==> src/rtl/exp2_range_reduce.sv <==
// exp2_range_reduce: splits binary16 x into rounded integer n and fraction x-n for the 2^x path
//   clk, rstn (async active-low)          : clock and reset
//   in_valid, a                           : input sample x (binary16)
//   out_valid, fpart, n, cls              : 3-cycle result; cls 0 NORMAL, 1 OVF, 2 UNF, 3 NAN
//   aligned_valid, n_aligned, cls_aligned : out_valid/n/cls delayed by PADE_LATENCY
module exp2_range_reduce #(
  parameter int BITS = 16,
  parameter PRECISION = "HALF",
  parameter int PADE_LATENCY = 20
) (
  input  logic            clk,
  input  logic            rstn,
  input  logic            in_valid,
  input  logic [BITS-1:0] a,
  output logic            out_valid,
  output logic [BITS-1:0] fpart,
  output logic [6:0]      n,
  output logic [1:0]      cls,
  output logic            aligned_valid,
  output logic [6:0]      n_aligned,
  output logic [1:0]      cls_aligned
);
  generate
    if (BITS != 16 || PRECISION != "HALF" || PADE_LATENCY < 1 || PADE_LATENCY > 63) begin : g_bad
      $error("exp2_range_reduce: unsupported parameters");
    end
  endgenerate
  logic        s_in;
  logic [4:0]  e_in;
  logic [9:0]  m_in;
  logic        v1_d, v1_q, v2_q, v3_q;
  logic [1:0]  cls1_d, cls1_q, cls2_q, cls3_q;
  logic        pass1_d, pass1_q, pass2_q;
  logic        s1_q;
  logic [15:0] w1_d, w1_q, w2_d, w2_q, fp3_d, fp3_q;
  logic [5:0]  nm;
  logic [11:0] r, rs, mag;
  logic [6:0]  n2_d, n2_q, n3_q;
  logic [3:0]  lead;
  logic [PADE_LATENCY-1:0][9:0] sb_q;
  assign s_in = a[15];
  assign e_in = a[14:10];
  assign m_in = a[9:0];
  // Bubbles and specials both collapse to a pass-through of zero, so they
  // leave the pipe as fpart=0, n=0 without any extra muxing downstream.
  always_comb begin
    v1_d    = in_valid;
    cls1_d  = !in_valid ? 2'd0 :
              (e_in == 5'd31 && m_in != 10'd0) ? 2'd3 :
              (!s_in && e_in >= 5'd19) ? 2'd1 :
              (s_in && e_in >= 5'd20) ? 2'd2 : 2'd0;
    pass1_d = !in_valid || cls1_d != 2'd0 || e_in < 5'd14;
    w1_d    = (!in_valid || cls1_d != 2'd0) ? 16'd0 :
              (e_in < 5'd14) ? a : ({5'd0, 1'b1, m_in} << (e_in - 5'd14));
  end
  // Round half away from zero on the magnitude: the remainder is simply the
  // low 11 bits of F read as a signed value, and bit 10 decides the carry.
  always_comb begin
    nm   = {1'b0, w1_q[15:11]} + {5'd0, w1_q[10]};
    r    = {w1_q[10], w1_q[10:0]};
    rs   = s1_q ? -r : r;
    n2_d = pass1_q ? 7'd0 : s1_q ? -{1'b0, nm} : {1'b0, nm};
    w2_d = pass1_q ? w1_q : {{4{rs[11]}}, rs};
  end
  always_comb begin
    mag  = w2_q[11] ? -w2_q[11:0] : w2_q[11:0];
    lead = 4'd0;
    for (int i = 0; i < 12; i++)
      if (mag[i]) lead = 4'(i);
    fp3_d = pass2_q ? w2_q :
            (mag == 12'd0) ? 16'd0 :
            {w2_q[11], 5'({1'b0, lead} + 5'd4), 10'(mag << (4'd10 - lead))};
  end
  always_ff @(posedge clk or negedge rstn) begin
    if (!rstn) begin
      v1_q    <= 1'b0;
      cls1_q  <= 2'd0;
      pass1_q <= 1'b0;
      s1_q    <= 1'b0;
      w1_q    <= 16'd0;
      v2_q    <= 1'b0;
      cls2_q  <= 2'd0;
      pass2_q <= 1'b0;
      n2_q    <= 7'd0;
      w2_q    <= 16'd0;
      v3_q    <= 1'b0;
      cls3_q  <= 2'd0;
      n3_q    <= 7'd0;
      fp3_q   <= 16'd0;
      sb_q    <= '0;
    end else begin
      v1_q    <= v1_d;
      cls1_q  <= cls1_d;
      pass1_q <= pass1_d;
      s1_q    <= s_in;
      w1_q    <= w1_d;
      v2_q    <= v1_q;
      cls2_q  <= cls1_q;
      pass2_q <= pass1_q;
      n2_q    <= n2_d;
      w2_q    <= w2_d;
      v3_q    <= v2_q;
      cls3_q  <= cls2_q;
      n3_q    <= n2_q;
      fp3_q   <= fp3_d;
      sb_q[0] <= {v3_q, n3_q, cls3_q};
      for (int i = 1; i < PADE_LATENCY; i++)
        sb_q[i] <= sb_q[i-1];
    end
  end
  assign out_valid = v3_q;
  assign fpart     = fp3_q;
  assign n         = n3_q;
  assign cls       = cls3_q;
  assign {aligned_valid, n_aligned, cls_aligned} = sb_q[PADE_LATENCY-1];
endmodule

==> config.mk <==
export PLATFORM = sky130hd
export DESIGN_NAME = exp2_range_reduce
export DESIGN_NICKNAME = d
export VERILOG_FILES = /design/src/rtl/exp2_range_reduce.sv
export SDC_FILE = /design/constraint.sdc
export NUM_CORES = 1
export LEC_CHECK = 0
export ABC_AREA = 1
export BUFFER_PORTS_ARGS = -buffer_cell sky130_fd_sc_hd__buf_4
export CORE_ASPECT_RATIO = 0.5
export CORE_MARGIN = 2
export CORE_UTILIZATION = 55
export CTS_CLUSTER_DIAMETER = 30
export DETAILED_ROUTE_END_ITERATION = 8
export GPL_ROUTABILITY_DRIVEN = 0
export PLACE_DENSITY_LB_ADDON = 0.08
export SYNTH_ARGS = -nofsm -noshare
export SYNTH_HDL_FRONTEND = slang
export SYNTH_SLANG_ARGS = --single-unit
==> constraint.sdc <==
create_clock -name clk -period 3.12 [get_ports clk]
set_clock_uncertainty 0.2 [all_clocks]
set_input_delay 0.312 -clock clk [delete_from_list [all_inputs] [get_ports clk]]
set_output_delay 0.312 -clock clk [all_outputs]
set_load 0.03 [all_outputs]
**Word-level counts from Yosys, hierarchy flattened**

Index checks and enable logic that the tools add are counted.

- Bits of input ports: 19
- Output and inout bits: 36
- Flip-flop bits (word level): 274
- Word-level logic and storage cells: 81

- Shifts and indexed selects: 2
- $lt $le $gt $ge: 3
- Reductions and logical operators: 10
- Equality and inequality tests: 1
- Muxes and demuxes: 24
- Add/sub/neg operators: 7

Operator list:

| cell | number |
|---|---|
| 16-bit 2-to-1 mux | 5 |
| 4-bit 2-to-1 mux | 9 |
| 12-bit 2-to-1 mux | 2 |
| 12-bit negator | 2 |
| 11-bit by 5-bit << shifter with 16-bit output | 1 |
| 7-bit 2-to-1 mux | 2 |
| 12-bit zero test | 1 |
| 12-bit by 4-bit << shifter with 10-bit output | 1 |
| 5-bit >= comparator, second input constant | 2 |
| 2-bit 2-to-1 mux | 5 |
| 10-bit nonzero test | 1 |
| 6-bit negator with 7-bit output | 1 |
| 5-bit by 1-bit adder with 6-bit output | 1 |
| 4-bit by 3-bit adder with 5-bit output, second input constant | 1 |
| 5-bit equality test, second input constant | 1 |
| 5-bit by 4-bit < comparator with 1-bit output, second input constant | 1 |
| 5-bit by 4-bit subtractor with 5-bit output, second input constant | 1 |
| 4-bit subtractor, first input constant | 1 |
| 1-bit logical AND | 3 |
| 1-bit zero test | 2 |
| 1-bit logical OR | 2 |
| 2-bit nonzero test | 1 |
| 1-bit 2-to-1 mux | 1 |

**Depth between registers and ports, before layout**

Gate-level depths: netlist of run 1.

- Depth in word-level cells: 17
- Mapped depth: 26
- Mapped depth without buffers: 25

**Worst setup path after synthesis of run 1**

OpenSTA, ideal clock, no wires.

- Path type: reg-to-reg
- Start point: register w2_q[0]
- End point: register fp3_q[8], in the netlist fpart[8]
- Path buffers: 1
- Data arrival time: 2.416 ns
- Cell stages (with the launch flop): 24
- Path slack: 0.388 ns
- Setup time: 0.116 ns
- Period minus slack after synthesis: 2.732 ns
- Data required time: 2.804 ns
- Cells stage by stage: dfrtp_1 -> inv_1 -> ha_1 -> nand4_2 -> nor2_2 -> nand2_1 -> nand3b_1 -> nand2_2 -> inv_2 -> nand2_4 -> nand2_4 -> nand2_4 -> nand2_4 -> buf_6 -> ha_1 -> inv_1 -> nand2_4 -> nand2_8 -> inv_4 -> nand3_1 -> nand2_1 -> nand2_1 -> nand2_1 -> nand2_1

- Longest elaborated chain between the ends: 17
- Elaborated cells on any way between the ends: 18
- Those cells by class: 2 x add/sub; 1 x shift; 14 x mux; 1 x reduce/logical

RTL lines:

| element | line | text |
|---|---|---|
| start, declared | 35 | `logic [15:0] w1_d, w1_q, w2_d, w2_q, fp3_d, fp3_q;` |
| start signal, assigned | 101 | `w2_q <= w2_d;` |
| 12-bit negator | 66 | `mag = w2_q[11] ? -w2_q[11:0] : w2_q[11:0];` |
| 12-bit 2-to-1 mux (*) | 66 |  |
| 1-bit 2-to-1 mux | 69 | `if (mag[i]) lead = 4'(i);` |
| 2-bit 2-to-1 mux | 69 |  |
| 4-bit 2-to-1 mux (9 in a row) | 69 |  |
| 4-bit subtractor | 72 | `{w2_q[11], 5'({1'b0, lead} + 5'd4), 10'(mag << (4'd10 - lead))};` |
| 12-bit by 4-bit << shifter with 10-bit output | 72 |  |
| 16-bit 2-to-1 mux (*) | 71 | `(mag == 12'd0) ? 16'd0 :` |
| 16-bit 2-to-1 mux (*) | 70 | `fp3_d = pass2_q ? w2_q :` |
| net fp3_d[8] | 35 |  |
| end signal, assigned | 105 | `fp3_q <= fp3_d;` |
| end, declared | 35 |  |

Mark *: on every way through the listed nets, which the timed path passes. The rest lies on a longest branch.

**Worst setup path after layout of run 1**

- Start point: register w2_q[1]
- End point: register fp3_q[8], in the netlist fpart[8]

The elaborated chain is that of the path after synthesis.

==> results of run 1 <==
[final cells by class]
| type | count | area [um^2] | share of cell area |
|---|---|---|---|
| Tap cell | 227 | 284 | 0.0253 |
| Clock inverter | 16 | 180 | 0.0161 |
| Sequential cell | 274 | 6860 | 0.611 |
| Clock buffer | 35 | 767 | 0.0684 |
| Multi-Input combinational cell | 402 | 2200 | 0.197 |
| Inverter | 67 | 259 | 0.0231 |
| Timing Repair Buffer | 79 | 667 | 0.0594 |
[cells by family after synthesis]
| group | Yosys count |
|---|---|
| xor+xnor | 13 |
| mux | 4 |
| flops | 274 |
| fa+ha+maj | 10 |
| compound gates | 85 |
| simple gates | 290 |
| buf+inv | 91 |
[per-layer routing]
| layer | vias up | GRT usage | part of all wire |
|---|---|---|---|
| li1 | 2637 | - | - |
| met1 | 2693 | 0.257 | 0.45 |
| met2 | 202 | 0.279 | 0.46 |
| met3 | 26 | 0.0457 | 0.075 |
| met4 | 0 | 0.0477 | 0.014 |
| met5 | - | 0 | 0 |
[how the worst min path moves through the flow]
stage                     to  slack [ps]  cells past startpoint
2_1_floorplan  aligned_valid        -180                      0
3_5_place_dp            n[1]         130                      0
5_1_grt            cls1_q[1]          20                      3
4_1_cts            cls1_q[1]           6                      3
3_3_place_gp       sb_q[129]         130                      0
6_report           cls1_q[1]          30                      3
[critical path, cell delays in order (launching register included)]
cell and delay, ps:
dfrtp_1 400, inv_1 160, ha_2 240, nand4_2 140, nor2_2 130, nand2_1 80
nand3b_1 100, nand2_2 90, inv_2 90, nand2_4 60, nand2_4 80, nand2_4 110
nand2_4 90, ha_2 210, inv_1 70, nand2_4 90, nand2_8 70, inv_4 100
nand3_1 100, nand2_1 70, nand2_1 50, nand2_1 50, nand2_1 40
[cells in the final DEF (no fill, tap or decap), types with 5 or more instances in the layout]
cell type | synthesis | final
nor3_1 | 7 | 7
nor2_1 | 40 | 40
nand4_1 | 7 | 7
nand3_1 | 43 | 43
nand2_4 | 9 | 9
nor2_4 | 5 | 5
inv_1 | 55 | 54
dlygate4sd3_1 | 0 | 15
xnor2_1 | 5 | 5
clkbuf_16 | 0 | 28
xor2_1 | 8 | 8
nand2_2 | 13 | 13
clkinv_4 | 1 | 5
buf_4 | 9 | 60
ha_1 | 10 | 8
o21ai_0 | 31 | 31
o21ai_1 | 6 | 5
a21oi_1 | 25 | 25
nand2_1 | 145 | 145
dfrtp_1 | 274 | 274
inv_2 | 9 | 10
[state kept, by name, summed over array words and instances (netlist names), 2 cells and up]
register / cells
w2_q: 16
fpart: 16
cls_aligned: 2
w1_q: 16
n: 7
n_aligned: 7
cls1_q: 2
cls2_q: 2
sb_q: 190
n2_q: 7
cls: 2
[timing repair]
item | 4_1_cts | 5_1_grt
hold buffers | 15 | 0
setup buffers | 0 | 2
endpoints found under the hold margin | 104 | 0
setup endpoints to repair | 0 | 10
resized for setup | 0 | 5
[power groups by stage]
stage	registers [uW]	clock network (uW)	logic (uW)
after floorplan	3940	0	820
after global placement	3880	0	1180
after detailed placement	3890	0	1210
after CTS	3830	3380	1250
after global routing	3840	3540	1400
final	3830	3270	1280
[per-stage QoR]
| stage | setup slack [ps] | setup TNS [ps] |
|---|---|---|
| after global placement | 313 | 0 |
| after global routing | -18.3 | -29.2 |
| after floorplan | 388 | 0 |
| after detailed placement | 191 | 0 |
| after CTS | 156 | 0 |
| final | 187 | 0 |
==> results.cfg, run 1 <==
[die]
die_width_um = 189
fp.dieH_um = 96.7
core_area_mm2 = 0.0166
start_util = 0.570
rows = 33
io_pins = 55
dieArea_mm2 = 0.0183

[critical_path]
start_kind = register
crit_arrival_ps = 3160
r2r_cells = 22
cp-endpoint = fpart[8]
worst_ep_required_time_ps = 3340
reg2reg_to = fpart[8]
end_kind = register
crit_path_start = w2_q[1]
path_max_fanout = 11
rrSetupSlack_ps = 190
worstSetupPathType = reg2reg
r2r-start = w2_q[1]

[drt]
first_pass_iters = 6
drt_iter0_markers = 387
post_drt_wl_per_cell_um = 14.4
route.detailed.drc = 0
vias = 5558
wirelength_um = 15800
avgViaCountPerCell = 5.05
final_antenna_net_count = 0

[power]
pwr-share-comb = 0.153
finalPower_uw = 8370
max-vdd-ir-drop_v = 0.000418
power.internal_uw = 6040
swShare = 0.278
pwr-share-clk = 0.390
p_sw_uw = 2320
seqPwrFrac = 0.457
p_leak_uw = 0.00588
power_density_mw_per_mm2 = 746

[job]
max-cap-violations = 0

[finish]
nets = 881
fin_area_mm2 = 0.0112
syn_to_final_growth_pct = 18.6
drive_above_1_share = 0.191
fin_util = 0.676
finalNonFillerCells = 1100
diodes = 0
nFillCells = 1195

[cts]
cts_buffers = 28
path_clk_slew_ps = 60
htree_levels = 1
clk_latency_ps = 530
cts_root_buf = clkbuf_16
clockBufferDepth = 3
cts_tree = done
cts_sinks = 274

[yosys]
ys_ff_latch = 274
yosys.cell_types.count = 46
syn-num-nets = 796
syn_inst = 767
synth.area.mux_share = 0.00423
synth_ff_type = dfrtp_1
post-synth-top-count-cell = dfrtp_1
yosys_warnings = 0
syn_avg_cell_area_um2 = 12.3
synth_xor_area_frac = 0.0120
async_reset_ff_frac = 1.00
synth_top_area_frac = 0.725
synth_area_leaders = dfrtp_1, nand2_1, nand3_1, inv_1, o21ai_0
synth_top_family_by_area = simple AND/OR/NAND/NOR gates
syn-cell-area_mm2 = 0.00946
synthAdderAreaFrac = 0.0132
synth_commonest_cells = dfrtp_1, nand2_1, inv_1
synth-compound-area-share = 0.0513
ys_seq_area_frac = 0.725
yosys.area_share.simple = 0.151
synth_edf_count = 0
yosys.area.top_type = dfrtp_1

[sta]
worst_pin_slew_ps = 646
fmax_mhz = 341
drv_slew = 0
finalCritPeriodShare = 0.940
hold_ws_ps = 29.0
min_period_ps = 2930
relSlewSlack = 0.569
rsz0062_at_grt = true
hold_viol = 0
setup_violations = 0

[global_routing]
overflow = 0
grt_start_max_net_pins = 92
gr-usage-all-layers = 0.180
antenna_found_initial = 0
grt_pass1_vias = 5428
grt_pass1_wl_um = 26500

[outcome]
status = finished clean

[placement]
placed_cell_area_mm2 = 0.0101
port_buffers = 54
post-place-cells = 1032
dp_hpwl_um = 9930

[worst_hold_path]
hp-start = a[10]
holdCritPathClass = in2reg
Note: power is estimated with default switching activity, not from simulation.
==> run 2: changes to the inputs <==
==> constraint.sdc (replaced) <==
create_clock -name clk -period 3.12 [get_ports clk]
set_clock_uncertainty 0.2 [all_clocks]
set_input_delay 0.468 -clock clk [delete_from_list [all_inputs] [get_ports clk]]
set_output_delay 0.468 -clock clk [all_outputs]
set_load 0.03 [all_outputs]
==> run 2 against run 1 <==
Non-clock buffer count fell by 12. Power is 0.15% higher. Clock-buffer cell count decreased by 2. Combinational power is essentially flat. Hold slack better by 21 ps. Global-route usage up 0.17 points. Fmax grew 0.27%. Setup slack improved by 8.0 ps. Register-to-register slack hardly changed. Clock power about the same. Sequential share of layout area grew 0.65 points. Design area decreased by 1.0%. Critical endpoint is now fpart[7]. Largest power group unchanged.
==> results.cfg, run 2 (synthesis gave the netlist of run 1 again) <==
[die]
core_area_mm2 = 0.0166
start_util = 0.570
die_width_um = 189
rows = 33
dieArea_mm2 = 0.0183
fp.dieH_um = 96.7
io_pins = 55

[finish]
finalNonFillerCells = 1086
nets = 868
diodes = 0
mostFrequentLayoutCell = dfrtp_1
ff_latch_area_mm2 = 0.00686
layout_common_cells = dfrtp_1, nand2_1, buf_4, inv_1, nand3_1
regMostFlops = sb_q
fin_util = 0.669
multi_input_area_mm2 = 0.00220
drive_above_1_share = 0.193
syn_to_final_growth_pct = 17.3
largest_reg_flops = 190
nFillCells = 1198

[global_routing]
grt_start_max_net_pins = 87
antenna_found_initial = 0
grt_pass1_vias = 5577
gr-usage-all-layers = 0.181
overflow = 0
grt_pass1_wl_um = 26900

[power]
p_sw_uw = 2260
swShare = 0.270
pwr-share-clk = 0.394
finalPower_uw = 8380
pwr-share-comb = 0.151
max-vdd-ir-drop_v = 0.000458
power.internal_uw = 6120
seqPwrFrac = 0.456
power_density_mw_per_mm2 = 755
p_leak_uw = 0.00583

[critical_path]
r2r-start = w2_q[0]
worst_ep_required_time_ps = 3330
path_max_fanout = 13
start_kind = register
end_kind = register
crit_arrival_ps = 3140
worstSetupPathType = reg2reg
crit_path_start = w2_q[0]

[outcome]
status = finished clean

[drt]
vias = 5445
first_pass_iters = 5
wirelength_um = 15700
avgViaCountPerCell = 5.01
final_antenna_net_count = 0
post_drt_wl_per_cell_um = 14.5
route.detailed.drc = 0
drt_iter0_markers = 317

[worst_hold_path]
holdCritPathClass = in2reg
hp-start = a[14]

[sta]
relSlewSlack = 0.583
fin_ws_ps = 195
worst_pin_slew_ps = 625
drv_slew = 0
min_period_ps = 2930
finalCritPeriodShare = 0.938
timing.setup.tns_ps = 0
setup_violations = 0
hold_viol = 0
rsz0062_at_grt = false
fmax_mhz = 342

[job]
max-cap-violations = 0

[placement]
post-place-cells = 1033
pre_cts_ws_ps = 140
dp_hpwl_um = 10000
port_buffers = 54

[cts]
clockBufferDepth = 3
clk_latency_ps = 510
htree_levels = 1
cts_buffers = 27
cts_tree = done
cts_root_buf = clkbuf_16
path_clk_slew_ps = 60
cts_sinks = 274
run 2: critical path: stages (launching register included):
cell and delay, ps:
dfrtp_1 430, inv_2 90, ha_2 210, nand4_2 150, nor2_2 120, nand2_1 70, nand3b_1 100, nand2_2 80
inv_2 100, nand2_4 70, nand2_4 70, nand2_4 110, nand2_4 90, buf_6 170, nand2_2 90, nand3_2 70
nand2_2 100, nor2_4 210, nand2_1 80, o22ai_1 220
run 2: final cells by class:
class,instances,area share
Clock inverter,16,0.0183
Tap cell,227,0.0256
Multi-Input combinational cell,402,0.198
Sequential cell,274,0.618
Clock buffer,33,0.0665
Inverter,67,0.0233
Timing Repair Buffer,67,0.0504
run 2: final timing paths:
check / slack, ps / to / cells past startpoint
hold / removal: 50 / w1_q[13] / 3
min in group asynchronous: 330 / cls_aligned[0] / 2
max in group asynchronous: 1610 / w2_q[6] / 3
setup reg to reg: 190 / fpart[7] / 19
setup / recovery: 190 / fpart[7] / 19
hold reg to reg: 140 / sb_q[63] / 0
run 2: timing repair:
action,CTS,global route
buffers inserted,0,1
gates resized for setup,0,5
hold endpoints to repair,85,0
setup endpoints to repair,0,11
hold buffers,3,0
run 2: metal layers:
layer / global-route usage / part of all wire
met1: 0.262 / 0.46
met2: 0.287 / 0.47
met3: 0.0327 / 0.048
met4: 0.0519 / 0.021
met5: 0 / 0
run 2: per-stage QoR:
| step | area [um^2] | hold slack (ps) |
|---|---|---|
| 2_1_floorplan | 9460 | -27.6 |
| 3_3_place_gp | 10100 | 131 |
| 3_5_place_dp | 10100 | 135 |
| 4_1_cts | 11100 | 28.5 |
| 5_1_grt | 11100 | 37.3 |
| 6_report | 11100 | 50.1 |
run 2: power by group through the flow:
stage	sequential [uW]	combinational (uW)	clock [uW]
floorplan	3940	820	0
global placement	3870	1190	0
detailed placement	3880	1220	0
CTS	3820	1240	3390
global route	3840	1390	3560
finish	3820	1260	3300
==> run 3: changes to the inputs <==
--- a/config.mk
+++ b/config.mk
@@ -7,7 +7,6 @@
 export LEC_CHECK = 0
 export ABC_AREA = 1
 export BUFFER_PORTS_ARGS = -buffer_cell sky130_fd_sc_hd__buf_4
-export CORE_ASPECT_RATIO = 0.5
 export CORE_MARGIN = 2
 export CORE_UTILIZATION = 55
 export CTS_CLUSTER_DIAMETER = 30
==> run 3 against run 2 <==
Sequential share of layout area shrank 2.1 points. Sequential power is essentially flat. Fmax grew 1.5%. Setup slack gained 43 ps. Utilization grew 1.9 points. Design area grew 3.5%. Non-clock buffer count shrank 2. Power grew 14%. Cell count grew 0.64%. Clock power grew 35%.
==> results.cfg, run 3 (synthesis gave the netlist of run 1 again) <==
[critical_path]
crit_arrival_ps = 3080
reg2reg_to = fpart[9]
worst_ep_required_time_ps = 3310
worstSetupPathType = reg2reg
start_kind = register
path_max_fanout = 11
r2r_cells = 24
rrSetupSlack_ps = 240
r2r-start = w2_q[0]
end_kind = register

[cts]
cts_buffers = 38
clockBufferDepth = 3
path_clk_slew_ps = 50
htree_levels = 2
clk_latency_ps = 510
cts_sinks = 274
cts_tree = done
cts_root_buf = clkbuf_16

[finish]
regMostFlops = sb_q
largest_reg_flops = 190
fin_util = 0.688
nets = 877
nFillCells = 1172
diodes = 0
mostFrequentLayoutCell = dfrtp_1
layout_common_cells = dfrtp_1, nand2_1, buf_4, inv_1, nand3_1
drive_above_1_share = 0.208
fin_area_mm2 = 0.0115
finalNonFillerCells = 1093
syn_to_final_growth_pct = 21.4

[drt]
avgViaCountPerCell = 5.13
final_antenna_net_count = 0
wirelength_um = 16600
drt_iter0_markers = 458
post_drt_wl_per_cell_um = 15.2
vias = 5611
first_pass_iters = 5
route.detailed.drc = 0

[sta]
fmax_mhz = 347
rsz0062_at_grt = false
finalCritPeriodShare = 0.924
min_period_ps = 2880
hold_ws_ps = 56.4
drv_slew = 0
worst_pin_slew_ps = 669
relSlewSlack = 0.554
setup_violations = 0
timing.setup.tns_ps = 0
hold_viol = 0

[job]
max-cap-violations = 0

[global_routing]
antenna_found_initial = 0
grt_pass1_vias = 5720
grt_pass1_wl_um = 28100
grt_start_max_net_pins = 93
grt_util_met3 = 0.0374
grt.met2_usage = 0.317
gr-usage-all-layers = 0.194
use_met1 = 0.263
grt-busiest-layer = met2
overflow = 0

[power]
p_sw_uw = 2480
power.internal_uw = 7030
seqPwrFrac = 0.403
pwr-share-clk = 0.467
pwr-share-comb = 0.130
max-vdd-ir-drop_v = 0.000661
power_density_mw_per_mm2 = 828
p_leak_uw = 0.00600
swShare = 0.261

[placement]
post-place-cells = 1024
placed_cell_area_mm2 = 0.0101
dp_hpwl_um = 9760
port_buffers = 54

[die]
start_util = 0.567
io_pins = 55
fp.dieH_um = 135
rows = 47
core_area_mm2 = 0.0167
dieArea_mm2 = 0.0183
die_width_um = 135

[worst_hold_path]
worstHoldEndpoint = w1_q[7]
hp-start = a[7]
hold_depth = 3
holdCritPathClass = in2reg

[outcome]
status = finished clean
## run 3: cell types whose count changed in the layout (fill, tap and decap cells not counted), moves of 2 or more
cell,change
clkinv_8,-2
clkinv_4,+2
bufinv_16,+3
clkinv_2,-2
clkinvlp_4,+2
clkbuf_16,+12
## run 3: final cells by class
type	instances	area, um^2	share of cell area
tap	220	275	0.0240
clock buffer	44	1020	0.0892
clock inverter	21	314	0.0273
timing repair buffer	65	541	0.0471
multi-input combinational	402	2210	0.193
inverter	67	259	0.0225
sequential	274	6860	0.597
## run 3: worst max-delay path, stage by stage, from the launching register on
cell     delay [ps]
dfrtp_1         410
inv_2           110
ha_1            290
nand2_1          50
nand2_1         130
nand3_1          90
nand3_1          70
nand2_1          50
nand2_1          50
nand2_1          60
nand2_2          70
nand2_4          60
nand2_4          70
nand2_4         110
nand2_4          90
ha_2            210
inv_1            80
nand2_4          90
nand2_8          60
inv_4           110
nand3_1         120
nand2_1          70
nand2_1          40
nand2_1          50
nand2_1          40
## run 3: worst max path at each step
| stage | to | cells after the start | from |
|---|---|---|---|
| 2_1_floorplan | fpart[8] | 23 | w2_q[0] |
| 3_3_place_gp | fpart[9] | 22 | w2_q[0] |
| 3_5_place_dp | fpart[9] | 22 | w2_q[0] |
| 4_1_cts | fpart[9] | 22 | w2_q[0] |
| 5_1_grt | fpart[8] | 24 | w2_q[0] |
| 6_report | fpart[9] | 24 | w2_q[0] |
## run 3: per-stage QoR
stage / worst slack, ps / power (uW)
6_report: 238 / 9520
5_1_grt: 16.3 / 9930
4_1_cts: 121 / 9600
3_5_place_dp: 147 / 5090
3_3_place_gp: 311 / 5040
2_1_floorplan: 388 / 4760
## run 3: timing repair
item | 4_1_cts | 5_1_grt
hold buffers | 3 | 0
resized for setup | 0 | 7
endpoints found under the setup margin | 0 | 8
buffers inserted | 0 | 1
endpoints found under the hold margin | 92 | 0
## run 3: power groups by stage
stage	clock network, uW	logic (uW)	registers (uW)
floorplan	0	820	3940
global placement	0	1160	3880
detailed placement	0	1200	3890
CTS	4540	1220	3840
global route	4710	1370	3850
finish	4450	1240	3830
## run 3: metal layers
layer	part of all wire	vias to the layer above
met5	0	-
met1	0.44	2727
met2	0.48	205
met3	0.050	51
li1	-	2628
met4	0.028	0
